[src/rtl/tx_ethernet.sv]
`default_nettype none
// ============================================================================
//  Module   : tx_ethernet
//  Purpose  : GMII Ethernet frame transmitter. A one-cycle tx_start in IDLE
//             latches the header fields and sends preamble, SFD, DST, SRC,
//             EtherType, the streamed payload, optional zero padding and a
//             CRC-32 FCS, followed by an IFG-cycle inter-frame gap.
//  Macro    : TX_PAD_EN - when defined, payloads shorter than 46 bytes are
//             zero-padded to 46 bytes; otherwise FCS follows the payload.
//  Ports    : RX_CLK, rst            clock / synchronous active-high reset
//             mac_addr, tx_mac_dst   source / destination MAC (48 bit)
//             tx_ethertype           EtherType (16 bit)
//             tx_start               one-cycle frame request
//             tx_payload[_v,_last]   payload stream, tx_payload_ready = take
//             tx_busy, tx_irq,       status: busy, frame-done pulse,
//             tx_err                 underflow / oversize pulse
//             TX_EN, TXD, TX_ER      registered GMII transmit outputs
//  Revision : 1.0 - initial release
// ============================================================================
module tx_ethernet #(
    parameter int             OCT = 8,
    parameter logic [OCT-1:0] PRE = 8'b10101010,
    parameter logic [OCT-1:0] SFD = 8'b10101011,
    parameter int             IFG = 12
) (
    input  logic           RX_CLK,
    input  logic           rst,
    input  logic [47:0]    mac_addr,
    input  logic [47:0]    tx_mac_dst,
    input  logic [15:0]    tx_ethertype,
    input  logic           tx_start,
    input  logic [OCT-1:0] tx_payload,
    input  logic           tx_payload_v,
    input  logic           tx_payload_last,
    output logic           tx_payload_ready,
    output logic           tx_busy,
    output logic           tx_irq,
    output logic           tx_err,
    output logic           TX_EN,
    output logic [OCT-1:0] TXD,
    output logic           TX_ER
);

    localparam int CW = (IFG > 8) ? $clog2(IFG) + 1 : 4;

    localparam logic [CW-1:0] c_pre_last = CW'(5);
    localparam logic [CW-1:0] c_mac_last = CW'(5);
    localparam logic [CW-1:0] c_typ_last = CW'(1);
    localparam logic [CW-1:0] c_fcs_last = CW'(3);
    localparam logic [CW-1:0] c_gap_last = CW'(IFG - 1);
    localparam logic [10:0]   c_max_pay  = 11'd1500;
    localparam logic [10:0]   c_min_pay  = 11'd46;

    // The state names the phase of the byte driven onto TXD at the NEXT edge,
    // so PAYLOAD is the state in which tx_payload_ready is high.
    typedef enum logic [3:0] {
        S_IDLE     = 4'd0,
        S_PREAMBLE = 4'd1,
        S_SFD      = 4'd2,
        S_DST      = 4'd3,
        S_SRC      = 4'd4,
        S_TYPE     = 4'd5,
        S_PAYLOAD  = 4'd6,
        S_PAD      = 4'd7,
        S_FCS      = 4'd8,
        S_GAP      = 4'd9
    } state_t;

    state_t         state_q,    state_d;
    logic [CW-1:0]  cnt_q,      cnt_d;
    logic [10:0]    pay_cnt_q,  pay_cnt_d;
    logic [31:0]    crc_q,      crc_d;
    logic [47:0]    dst_q,      dst_d;
    logic [47:0]    src_q,      src_d;
    logic [15:0]    type_q,     type_d;
    logic           irq_pend_q, irq_pend_d;
    logic           busy_q,     busy_d;
    logic           ready_q,    ready_d;
    logic           irq_q,      irq_d;
    logic           err_q,      err_d;
    logic           tx_en_q,    tx_en_d;
    logic           tx_er_q,    tx_er_d;
    logic [OCT-1:0] txd_q,      txd_d;

    // Reflected CRC-32 (polynomial 0x04C11DB7 bit-reversed), LSB of data first.
    function automatic logic [31:0] crc_next(input logic [31:0] crc,
                                             input logic [OCT-1:0] data);
        logic [31:0] c;
        c = crc ^ {{(32-OCT){1'b0}}, data};
        for (int i = 0; i < OCT; i++) begin
            c = c[0] ? ((c >> 1) ^ 32'hEDB88320) : (c >> 1);
        end
        return c;
    endfunction

    always_comb begin
        state_d    = state_q;
        cnt_d      = cnt_q;
        pay_cnt_d  = pay_cnt_q;
        crc_d      = crc_q;
        dst_d      = dst_q;
        src_d      = src_q;
        type_d     = type_q;
        busy_d     = busy_q;
        irq_pend_d = 1'b0;
        irq_d      = irq_pend_q;
        err_d      = 1'b0;
        tx_en_d    = 1'b0;
        tx_er_d    = 1'b0;
        txd_d      = '0;

        case (state_q)
            S_IDLE: begin
                if (tx_start) begin
                    dst_d     = tx_mac_dst;
                    src_d     = mac_addr;
                    type_d    = tx_ethertype;
                    busy_d    = 1'b1;
                    crc_d     = 32'hFFFF_FFFF;
                    pay_cnt_d = '0;
                    cnt_d     = '0;
                    tx_en_d   = 1'b1;
                    txd_d     = PRE;
                    state_d   = S_PREAMBLE;
                end
            end
            // The first preamble byte leaves from IDLE; six more follow here.
            S_PREAMBLE: begin
                tx_en_d = 1'b1;
                txd_d   = PRE;
                if (cnt_q == c_pre_last) begin
                    cnt_d   = '0;
                    state_d = S_SFD;
                end else begin
                    cnt_d = cnt_q + 1'b1;
                end
            end
            S_SFD: begin
                tx_en_d = 1'b1;
                txd_d   = SFD;
                state_d = S_DST;
            end
            // Header fields shift left so the top byte is always the next one.
            S_DST: begin
                tx_en_d = 1'b1;
                txd_d   = dst_q[47:40];
                crc_d   = crc_next(crc_q, dst_q[47:40]);
                dst_d   = {dst_q[39:0], 8'h00};
                if (cnt_q == c_mac_last) begin
                    cnt_d   = '0;
                    state_d = S_SRC;
                end else begin
                    cnt_d = cnt_q + 1'b1;
                end
            end
            S_SRC: begin
                tx_en_d = 1'b1;
                txd_d   = src_q[47:40];
                crc_d   = crc_next(crc_q, src_q[47:40]);
                src_d   = {src_q[39:0], 8'h00};
                if (cnt_q == c_mac_last) begin
                    cnt_d   = '0;
                    state_d = S_TYPE;
                end else begin
                    cnt_d = cnt_q + 1'b1;
                end
            end
            S_TYPE: begin
                tx_en_d = 1'b1;
                txd_d   = type_q[15:8];
                crc_d   = crc_next(crc_q, type_q[15:8]);
                type_d  = {type_q[7:0], 8'h00};
                if (cnt_q == c_typ_last) begin
                    cnt_d   = '0;
                    state_d = S_PAYLOAD;
                end else begin
                    cnt_d = cnt_q + 1'b1;
                end
            end
            S_PAYLOAD: begin
                tx_en_d = 1'b1;
                if (tx_payload_v) begin
                    txd_d     = tx_payload;
                    crc_d     = crc_next(crc_q, tx_payload);
                    pay_cnt_d = pay_cnt_q + 1'b1;
                    // The 1500th byte closes the frame even without a last flag.
                    if (tx_payload_last || (pay_cnt_d == c_max_pay)) begin
                        err_d = (pay_cnt_d == c_max_pay) && !tx_payload_last;
                        cnt_d = '0;
`ifdef TX_PAD_EN
                        state_d = (pay_cnt_d < c_min_pay) ? S_PAD : S_FCS;
`else
                        state_d = S_FCS;
`endif
                    end
                end else begin
                    // Underflow: one errored cycle, no FCS, straight to the gap.
                    tx_er_d = 1'b1;
                    err_d   = 1'b1;
                    cnt_d   = '0;
                    state_d = S_GAP;
                end
            end
            S_PAD: begin
                tx_en_d   = 1'b1;
                txd_d     = '0;
                crc_d     = crc_next(crc_q, '0);
                pay_cnt_d = pay_cnt_q + 1'b1;
                if (pay_cnt_d == c_min_pay) begin
                    cnt_d   = '0;
                    state_d = S_FCS;
                end
            end
            // FCS is the complemented register, low byte first; shift it down.
            S_FCS: begin
                tx_en_d = 1'b1;
                txd_d   = ~crc_q[7:0];
                crc_d   = {8'h00, crc_q[31:8]};
                if (cnt_q == c_fcs_last) begin
                    cnt_d      = '0;
                    irq_pend_d = 1'b1;
                    state_d    = S_GAP;
                end else begin
                    cnt_d = cnt_q + 1'b1;
                end
            end
            S_GAP: begin
                if (cnt_q == c_gap_last) begin
                    cnt_d   = '0;
                    busy_d  = 1'b0;
                    state_d = S_IDLE;
                end else begin
                    cnt_d = cnt_q + 1'b1;
                end
            end
            default: begin
                state_d = S_IDLE;
                busy_d  = 1'b0;
            end
        endcase

        ready_d = (state_d == S_PAYLOAD);
    end

    always_ff @(posedge RX_CLK) begin
        if (rst) begin
            state_q    <= S_IDLE;
            cnt_q      <= '0;
            pay_cnt_q  <= '0;
            crc_q      <= 32'hFFFF_FFFF;
            dst_q      <= '0;
            src_q      <= '0;
            type_q     <= '0;
            irq_pend_q <= 1'b0;
            busy_q     <= 1'b0;
            ready_q    <= 1'b0;
            irq_q      <= 1'b0;
            err_q      <= 1'b0;
            tx_en_q    <= 1'b0;
            tx_er_q    <= 1'b0;
            txd_q      <= '0;
        end else begin
            state_q    <= state_d;
            cnt_q      <= cnt_d;
            pay_cnt_q  <= pay_cnt_d;
            crc_q      <= crc_d;
            dst_q      <= dst_d;
            src_q      <= src_d;
            type_q     <= type_d;
            irq_pend_q <= irq_pend_d;
            busy_q     <= busy_d;
            ready_q    <= ready_d;
            irq_q      <= irq_d;
            err_q      <= err_d;
            tx_en_q    <= tx_en_d;
            tx_er_q    <= tx_er_d;
            txd_q      <= txd_d;
        end
    end

    assign tx_payload_ready = ready_q;
    assign tx_busy          = busy_q;
    assign tx_irq           = irq_q;
    assign tx_err           = err_q;
    assign TX_EN            = tx_en_q;
    assign TX_ER            = tx_er_q;
    assign TXD              = txd_q;

endmodule
`default_nettype wire

[config.mk]
export PLATFORM = sky130hd
export DESIGN_NAME = tx_ethernet
export DESIGN_NICKNAME = d
export VERILOG_FILES = /design/src/rtl/tx_ethernet.sv
export SDC_FILE = /design/constraint.sdc
export NUM_CORES = 1
export LEC_CHECK = 0
export ABC_CLOCK_PERIOD_IN_PS = 7000
export BUFFER_PORTS_ARGS = -buffer_cell sky130_fd_sc_hd__buf_2
export CORE_MARGIN = 2
export CORE_UTILIZATION = 40
export CTS_CLUSTER_DIAMETER = 60
export DETAILED_ROUTE_END_ITERATION = 10
export PLACE_DENSITY = 0.69
export SYNTH_ARGS = -nofsm -noshare
export SYNTH_HDL_FRONTEND = slang
export SYNTH_SLANG_ARGS = --single-unit
[constraint.sdc]
create_clock -name RX_CLK -period 7 [get_ports RX_CLK]
set_input_delay 1.05 -clock RX_CLK [delete_from_list [all_inputs] [get_ports RX_CLK]]
set_output_delay 1.05 -clock RX_CLK [all_outputs]
set_load 0.005 [all_outputs]
[Word-level counts from Yosys, hierarchy flattened]
Index checks and enable logic that the tools add are counted.
Storage, ports and cells
  bits in registers: 179
  bits in latches: 0
  bits in writable memories: 0
  ROM bits: 0
  output and inout bits: 14
  word-level logic and storage cells: 191
  memories kept: 0
Cells by class
  add/sub/neg operators: 2
  multiply operators: 0
  divide/modulo/power cells: 0
  order comparisons: 0
  equality and inequality tests: 21
  shifts and indexed selects: 0
  mux-type cells: 84
  bitwise gates (word level): 48
  reductions and logical operators: 21
Operator list (count)
  2-to-1 mux 32 bit: 42
  inverter 13 -> 14 bit: 40
  case mux 32 bit (7 select lines): 1
  case mux 48 bit (2 select lines): 2
  XOR 32 x 8 -> 32 bit: 4
  2-to-1 mux 48 bit: 2
  case mux 8 bit (8 select lines): 1
  2-to-1 mux 4 bit: 10
  2-to-1 mux 5 bit: 8
  case mux 4 bit (10 select lines): 1
  case mux 5 bit (7 select lines): 1
  case mux 11 bit (3 select lines): 1
  case mux 16 bit (2 select lines): 1
  2-to-1 mux 11 bit: 2
  equality test 4 x 3 -> 1 bit, second input constant: 5
  2-to-1 mux 16 bit: 1
  2-to-1 mux 8 bit: 2
  nonzero test 7 bit: 2
  adder 11 x 1 -> 11 bit, second input constant: 1
  equality test 11 bit, second input constant: 1
  equality test 11 x 6 -> 1 bit, second input constant: 1
  AND reduction 3 bit: 3
  equality test 4 x 2 -> 1 bit, second input constant: 2
  equality test 4 bit, second input constant: 2
  24 further kinds: 40

[Longest topological paths before layout]
Gate-level depths: netlist of run 1.
  depth in word-level cells: 19
  mapped depth: 10
  gate-level depth less buffers: 9

[Least setup slack after synthesis of run 1]
OpenSTA, ideal clock, no wires.
  path kind: input -> register
  from: in tx_payload[1]
  to: reg crc_q[20]
  setup time: 0.125 ns
  arrival: 2.869 ns
  required time: 6.875 ns
  slack: 4.005 ns
  stages: 8
  path buffers: 1
  cell sequence: buf_2 xnor2_1 xnor2_2 xnor3_1 xor2_1 mux2_2 a22oi_1 a31oi_1
On the way
  cells in the longest elaborated chain, start to end: 15
Ends and longest elaborated chain
  from (decl): RTL line 32  | input logic [OCT-1:0] tx_payload,
  XOR 32 x 8 -> 32 bit (*): RTL line 89  | c = crc ^ {{(32-OCT){1'b0}}, data};
  2-to-1 mux 32 bit (*) (3 in a row): RTL line 91  | c = c[0] ? ((c >> 1) ^ 32'hEDB88320) : (c >> 1);
  inverter 13 -> 14 bit (no source line)
  2-to-1 mux 32 bit (*): RTL line 91
  inverter 13 -> 14 bit (no source line)
  2-to-1 mux 32 bit (*) (2 in a row): RTL line 91
  inverter 13 -> 14 bit (no source line)
  2-to-1 mux 32 bit (*): RTL line 91
  inverter 13 -> 14 bit (no source line)
  2-to-1 mux 32 bit (*): RTL line 91
  2-to-1 mux 32 bit (*): RTL line 182  | if (tx_payload_v) begin
  case mux 32 bit (7 select lines) (*): RTL line 112  | case (state_q)
  to (signal assigned): RTL line 266  | crc_q <= crc_d;
  to (decl): RTL line 72  | logic [31:0] crc_q, crc_d;
Every way passes the cells marked *; elsewhere a longest branch is shown, timed or not. The select of a mux whose other input is x is not followed.
A chain may end at the register's enable or synchronous reset.

[Final worst setup path of run 1]
  from: reg state_q[2]
  to: reg crc_q[7]
On the way
  cells in the longest elaborated chain, start to end: 3
  elaborated cells on any way between the ends: 12
Ends and longest elaborated chain
  from (decl): RTL line 69  | state_t state_q, state_d;
  from (signal assigned): RTL line 263  | state_q <= state_d;
  equality test 4 bit (tied with other cells): RTL line 112
  nonzero test 7 bit (no source line) or != test 2 bit (tied branches)
  AND reduction 3 bit (no source line)
Several ways; a longest one is shown, not always the timed one.

==> flow_summary.json, run 1 <==
{
  "cp_common_cell": "nor2_1",
  "postCtsHoldBufs": 0,
  "hold_viol": 0,
  "status": "finished, final reports clean",
  "fillers": 3162,
  "layout-area-overhead-vs-synth_pct": 11.5,
  "grt_usage_pct": 25.3,
  "clock_path_buffers": 2,
  "finalCritPeriodShare_pct": 54.4,
  "dieArea_um2": 33400,
  "core.rowCount": 65,
  "synth_mux_area_share_pct": 0.411,
  "antenna_found_initial": 3,
  "synth_warnings": 0,
  "pwr-share-seq_pct": 37.1,
  "worstMarginPinSlew_ps": 1120,
  "setup_tns_ps": 0,
  "place_ws_ps": 3290,
  "postCtsSetupBuffers": 0,
  "max_freq_mhz": 263,
  "synth_async_sr_flop_share_pct": 0,
  "cap_violations": 0,
  "drv_slew": 0,
  "io_buffers": 138,
  "sw_frac_of_total_pct": 33.6,
  "final_area_um2": 14300,
  "synth_edf_count": 0,
  "synthSimpleGateAreaFrac_pct": 19.0,
  "postPlaceCellArea_um2": 13600,
  "yosysTopAreaCell": "dfxtp_1",
  "grt_overflow": 0,
  "start_kind": "register",
  "htree_levels": 4,
  "switchingPower_w": 0.00104,
  "syn_area_um2": 12800,
  "fin_cells": 2054,
  "wl_per_cell_um": 20.7,
  "drc": 0,
  "synth_fa_ha_area_share_pct": 0.489,
  "ys_seq_elements": 179,
  "clkTransAtPathRegs_ps": 80,
  "p_per_area_nw_per_um2": 217,
  "path_max_fanout": 30,
  "start_util_pct": 40.6,
  "p_clk_share_pct": 34.2,
  "rsz0062_at_grt": "no",
  "insertion_delay_ps": 450,
  "synthFlopType": "dfxtp_1",
  "layout-drive-gt1-share_pct": 14.8,
  "dieWidth_um": 183,
  "dp.cells": 2021,
  "synth_top_area_share_pct": 28.0,
  "slew_headroom_pct": 24.7,
  "pin_count": 139,
  "vias": 12231,
  "cp_slowest_cell": "dfxtp_1",
  "synth_compound_area_share_pct": 21.6,
  "combPwrFrac_pct": 28.7,
  "hpwlAfterDp_um": 29400,
  "synthCells": 1611,
  "hold_ws_ps": 443,
  "wirelength_um": 42500,
  "cts-buffers-inserted": 17,
  "grt_first_pass_wirelength_um": 66200,
  "coreArea_um2": 31600,
  "drtIter0Drc": 1136,
  "layout_min_cycle_time_ps": 3810,
  "grt_pass1_vias": 11626,
  "worst-endpoint-arrival_ps": 4150,
  "syn_nets": 1741,
  "gp_congestion": 0.963,
  "ys_seq_area_share_pct": 28.0,
  "clock-sinks": 179,
  "synth_top_family_by_area": "XOR/XNOR gates",
  "setup_viol_count_final": 0,
  "cp_cell_sequence": "nand2b_1, a21oi_1, nor2_1, nor2_1, o21ai_0, a221o_1, o32a_1",
  "nets": 1768,
  "cts_tree": "yes",
  "die_h_um": 183,
  "p_int_w": 0.00206,
  "vias_per_cell": 5.95,
  "setup.worst_path.end_class": "register",
  "synth_area_leaders": "dfxtp_1, xnor2_1, nand2_1",
  "syn_area_per_cell_um2": 7.94,
  "path_class": "reg -> reg",
  "synth-xor-area-share_pct": 25.1,
  "worst_clock_skew_ps": 20.3,
  "worst_slack_ps": 3190,
  "slowest_delay_ps": 1030,
  "grt_max_degree": 106,
  "leakage_nw": 5.36,
  "antenna_left": 0,
  "required_ps": 7340,
  "root_buffer": "clkbuf_16",
  "firstDrtPassIters": 6,
  "irDropWorstVdd_uv": 145,
  "ys_types": 79,
  "post_cts_resized": 0,
  "hp-class": "reg -> reg"
}
-- final cells by class --
cell class                      count  area (um^2)  area share (%)
Clock inverter                     13          189            1.32
Multi-Input combinational cell   1269         8630            60.5
Sequential cell                   179         3580            25.1
Timing Repair Buffer              161          866            6.07
Antenna cell                        1         2.50          0.0175
Tap cell                          402          503            3.53
Clock buffer                       19          453            3.18
Inverter                           10         37.5           0.263
-- power by group through the flow --
stage | logic (W) | registers (W) | clock network, W
2_1_floorplan | 0.000694 | 0.00113 | 0
3_3_place_gp | 0.000866 | 0.00117 | 0
3_5_place_dp | 0.000872 | 0.00117 | 0
4_1_cts | 0.000876 | 0.00115 | 0.00108
5_1_grt | 0.000956 | 0.00116 | 0.00112
6_report | 0.000888 | 0.00115 | 0.00106
-- Yosys cell counts (all sizes together) (7+ instances only) --
cell type	instances
nand2	268
nor2	162
o21bai	9
a221oi	15
or2	11
xor2	79
xnor3	13
nand3	25
a22oi	28
o211ai	14
nor3	11
a21oi	83
o22ai	18
nand2b	15
a311oi	84
a211oi	7
inv	9
xnor2	223
dfxtp	179
a31oi	18
nand3b	7
clkbuf	104
buf	49
nor2b	12
o221ai	10
o21ai	47
-- through the flow --
stage                     total power, W  utilization, %
after global routing             0.00323            45.2
final                            0.00310            45.2
after global placement           0.00204            43.2
after detailed placement         0.00204            43.2
after CTS                        0.00310            45.2
after floorplan                  0.00182               -
-- registers in the layout, indices dropped and copies added, names as in the netlist, 4 cells and up --
| register | count |
|---|---|
| crc_q | 32 |
| state_q | 4 |
| cnt_q | 5 |
| TXD | 8 |
| pay_cnt_q | 11 |
| dst_q | 48 |
| type_q | 16 |
| src_q | 48 |
-- worst max-delay path, delay by kind of cell (launching register included) --
family	cells	cell delay [ps]
simple gates	3	1520
compound gates	4	1150
flops	1	1030
-- layout by cell type, fill, tap and decap left out, types with 23 or more instances in the layout --
master / synthesis / routed
buf_2: 20 / 137
a22oi_1: 28 / 28
nor2_1: 162 / 161
a21oi_1: 83 / 83
buf_4: 2 / 24
o21ai_0: 47 / 47
dfxtp_1: 179 / 179
xor2_1: 73 / 73
a311oi_1: 84 / 84
nand2_1: 268 / 268
nand3_1: 25 / 23
xnor2_1: 206 / 206
-- cell families (layout without fill, tap and decap cells) --
group                    count (synthesis)  count (layout)
buffers and inverters                  163             203
flip-flops                             179             179
multiplexers                             5               5
AND/OR/NAND/NOR                        554             554
AO/OA/AOI/OAI                          389             389
XOR/XNOR                               316             316
adder cells (fa/ha/maj)                  5               5
other                                    0               1
-- final timing paths --
kind,from,endpoint,slack [ps],cells after the start
worst max-delay path,state_q[2],crc_q[7],3190,7
worst min-delay path,irq_d,tx_irq,440,1
worst max register to register,state_q[2],crc_q[7],3190,7
worst min register to register,irq_d,tx_irq,440,1
-- per-layer routing --
layer | wire length [um] | vias to the layer above | track usage (%)
met1 | 17800 | 5745 | 33.9
met4 | 1660 | 4 | 10.5
met3 | 4400 | 146 | 6.12
met2 | 18600 | 661 | 38.9
li1 | - | 5675 | -
met5 | 24 | - | 0
No activity file was read; power rests on OpenSTA's default activity.
==> run 2, diff against run 1 <==
--- a/config.mk
+++ b/config.mk
@@ -5,7 +5,8 @@
 export SDC_FILE = /design/constraint.sdc
 export NUM_CORES = 1
 export LEC_CHECK = 0
-export ABC_CLOCK_PERIOD_IN_PS = 7000
+export ABC_AREA = 1
+export ABC_CLOCK_PERIOD_IN_PS = 3600
 export BUFFER_PORTS_ARGS = -buffer_cell sky130_fd_sc_hd__buf_2
 export CORE_MARGIN = 2
 export CORE_UTILIZATION = 40
==> constraint.sdc (replaced) <==
create_clock -name RX_CLK -period 3.6 [get_ports RX_CLK]
set_input_delay 0.54 -clock RX_CLK [delete_from_list [all_inputs] [get_ports RX_CLK]]
set_output_delay 0.54 -clock RX_CLK [all_outputs]
set_load 0.005 [all_outputs]
==> flow_summary.json, run 2 <==
{
  "status": "finished, final reports clean",
  "layout_common_cells": "nand2_1, nand3_1, dfxtp_1",
  "start_util_pct": 40.4,
  "start_kind": "register",
  "rr_worst_depth": 9,
  "drtIter0Drc": 1844,
  "rsz0062_at_grt": "no",
  "reg_top3": "dst_q (48), src_q (48), crc_q (32)",
  "irDropWorstVdd_uv": 362,
  "setup_tns_ps": 0,
  "vias": 16660,
  "clock-sinks": 179,
  "yosysMostFrequentCell": "nand2_1",
  "postCtsSetupBuffers": 0,
  "dieWidth_um": 193,
  "post_cts_resized": 0,
  "nets": 2582,
  "dieArea_um2": 37300,
  "vias_per_cell": 5.69,
  "max_freq_mhz": 336,
  "hold_viol": 0,
  "grt_max_degree": 62,
  "syn_area_um2": 14300,
  "reg2reg_from": "state_q[3]",
  "grt_usage_pct": 33.2,
  "coreArea_um2": 35400,
  "layout-area-overhead-vs-synth_pct": 11.1,
  "layout-drive-gt1-share_pct": 12.4,
  "finalCritPeriodShare_pct": 82.8,
  "insertion_delay_ps": 470,
  "cts-buffers-inserted": 17,
  "synth_warnings": 0,
  "holdPathStages": 3,
  "hp-class": "in -> reg",
  "ys_seq_elements": 179,
  "worst-endpoint-arrival_ps": 3310,
  "root_buffer": "clkbuf_16",
  "p_per_area_nw_per_um2": 428,
  "ys_types": 51,
  "htree_levels": 4,
  "antenna_found_initial": 4,
  "cts_tree": "yes",
  "syn_nets": 2503,
  "setup.worst_path.end_class": "register",
  "r2r-end": "TXD[3]",
  "firstDrtPassIters": 6,
  "gp_congestion": 1.08,
  "drv_slew": 0,
  "required_ps": 3930,
  "cap_violations": 0,
  "die_h_um": 193,
  "clkTransAtPathRegs_ps": 70,
  "syn_area_per_cell_um2": 6.03,
  "ys_seq_area_share_pct": 25.1,
  "ys_top_cells_by_count": "nand2_1, nand3_1, dfxtp_1, o21ai_0, a21oi_1",
  "synth_top_area_share_pct": 25.1,
  "worstHoldStart": "mac_addr[7]",
  "path_max_fanout": 52,
  "antenna_left": 0,
  "worst_clock_skew_ps": 24.5,
  "path_class": "reg -> reg",
  "slew_headroom_pct": 24.1,
  "layout_min_cycle_time_ps": 2980,
  "post-route-util_pct": 44.9,
  "clock_path_buffers": 2,
  "hold_path_end": "src_q[7]",
  "grt_first_pass_wirelength_um": 91900,
  "grt_pass1_vias": 15115,
  "rrSetupSlack_ps": 620,
  "synthFlopType": "dfxtp_1",
  "postCtsHoldBufs": 0,
  "leakage_nw": 7.50,
  "io_buffers": 138,
  "drc": 0,
  "wl_per_cell_um": 21.2,
  "synth_area_leaders": "dfxtp_1, nand2_1, nand3_1",
  "setup_viol_count_final": 0,
  "wirelength_um": 62000,
  "yosysTopAreaCell": "dfxtp_1",
  "pin_count": 139,
  "worstMarginPinSlew_ps": 1110,
  "layout_commonest_cell": "nand2_1",
  "synth_async_sr_flop_share_pct": 0,
  "hpwlAfterDp_um": 47300,
  "grt_overflow": 0,
  "synth_edf_count": 0,
  "synthCells": 2373,
  "core.rowCount": 69
}
-- run 2: metrics by stage --
step	setup slack (ps)	cells	power [W]	hold slack, ps	cell area [um^2]
global placement	712	2894	0.00478	408	15300
CTS	844	2924	0.00673	314	15900
global route	658	2926	0.00714	326	15900
finish	621	2927	0.00680	322	15900
floorplan	1760	2373	0.00402	388	14300
detailed placement	873	2894	0.00478	398	15300
-- run 2: cell type report --
cell class,count,area [um^2]
inverters,163,612
fillers,3837,19500
multi-input cells,1911,9500
well taps,461,577
flip-flops and latches,179,3580
clock inverters,11,141
repair buffers,180,1020
clock buffers,19,443
diodes,3,7.51
-- run 2: cells by family after synthesis --
kind of cell	share of synthesized area, %
xor gates and xnor gates	11.2
buffers and inverters	8.55
AOI/OAI and AO/OA	17.6
DFF	25.1
adders and majority gates	0.437
and+or+nand+nor	37.1
-- run 2: worst max-delay path by stage --
stage / start / cells past startpoint / endpoint / slack, ps
floorplan: tx_payload[0] / 12 / crc_q[14] / 1760
global placement: state_q[3] / 9 / TXD[3] / 710
detailed placement: state_q[3] / 9 / TXD[3] / 870
CTS: state_q[3] / 9 / TXD[3] / 840
global route: crc_q[0] / 12 / crc_q[29] / 660
finish: state_q[3] / 9 / TXD[3] / 620
-- run 2: routing by layer --
metal  global-route usage (%)  vias up  share of wire, %
li1                         -     7898                 -
met1                     43.3     7715                41
met2                     52.4      892                45
met3                     5.54      153               8.5
met4                     18.0        2               5.5
met5                        0        -             0.019
-- run 2: power breakdown --
group          internal, W  switching (W)
combinational     0.000777        0.00178
sequential         0.00212       0.000166
clock              0.00105       0.000907
-- run 2: critical path, stage by stage (launching register included) --
cell and delay [ps]:
dfxtp_1 360, inv_2 60, nand2_1 100, inv_2 80
nand2_2 320, buf_4 590, o22ai_1 160, a2111oi_0 890
buf_4 240, nor2_1 40
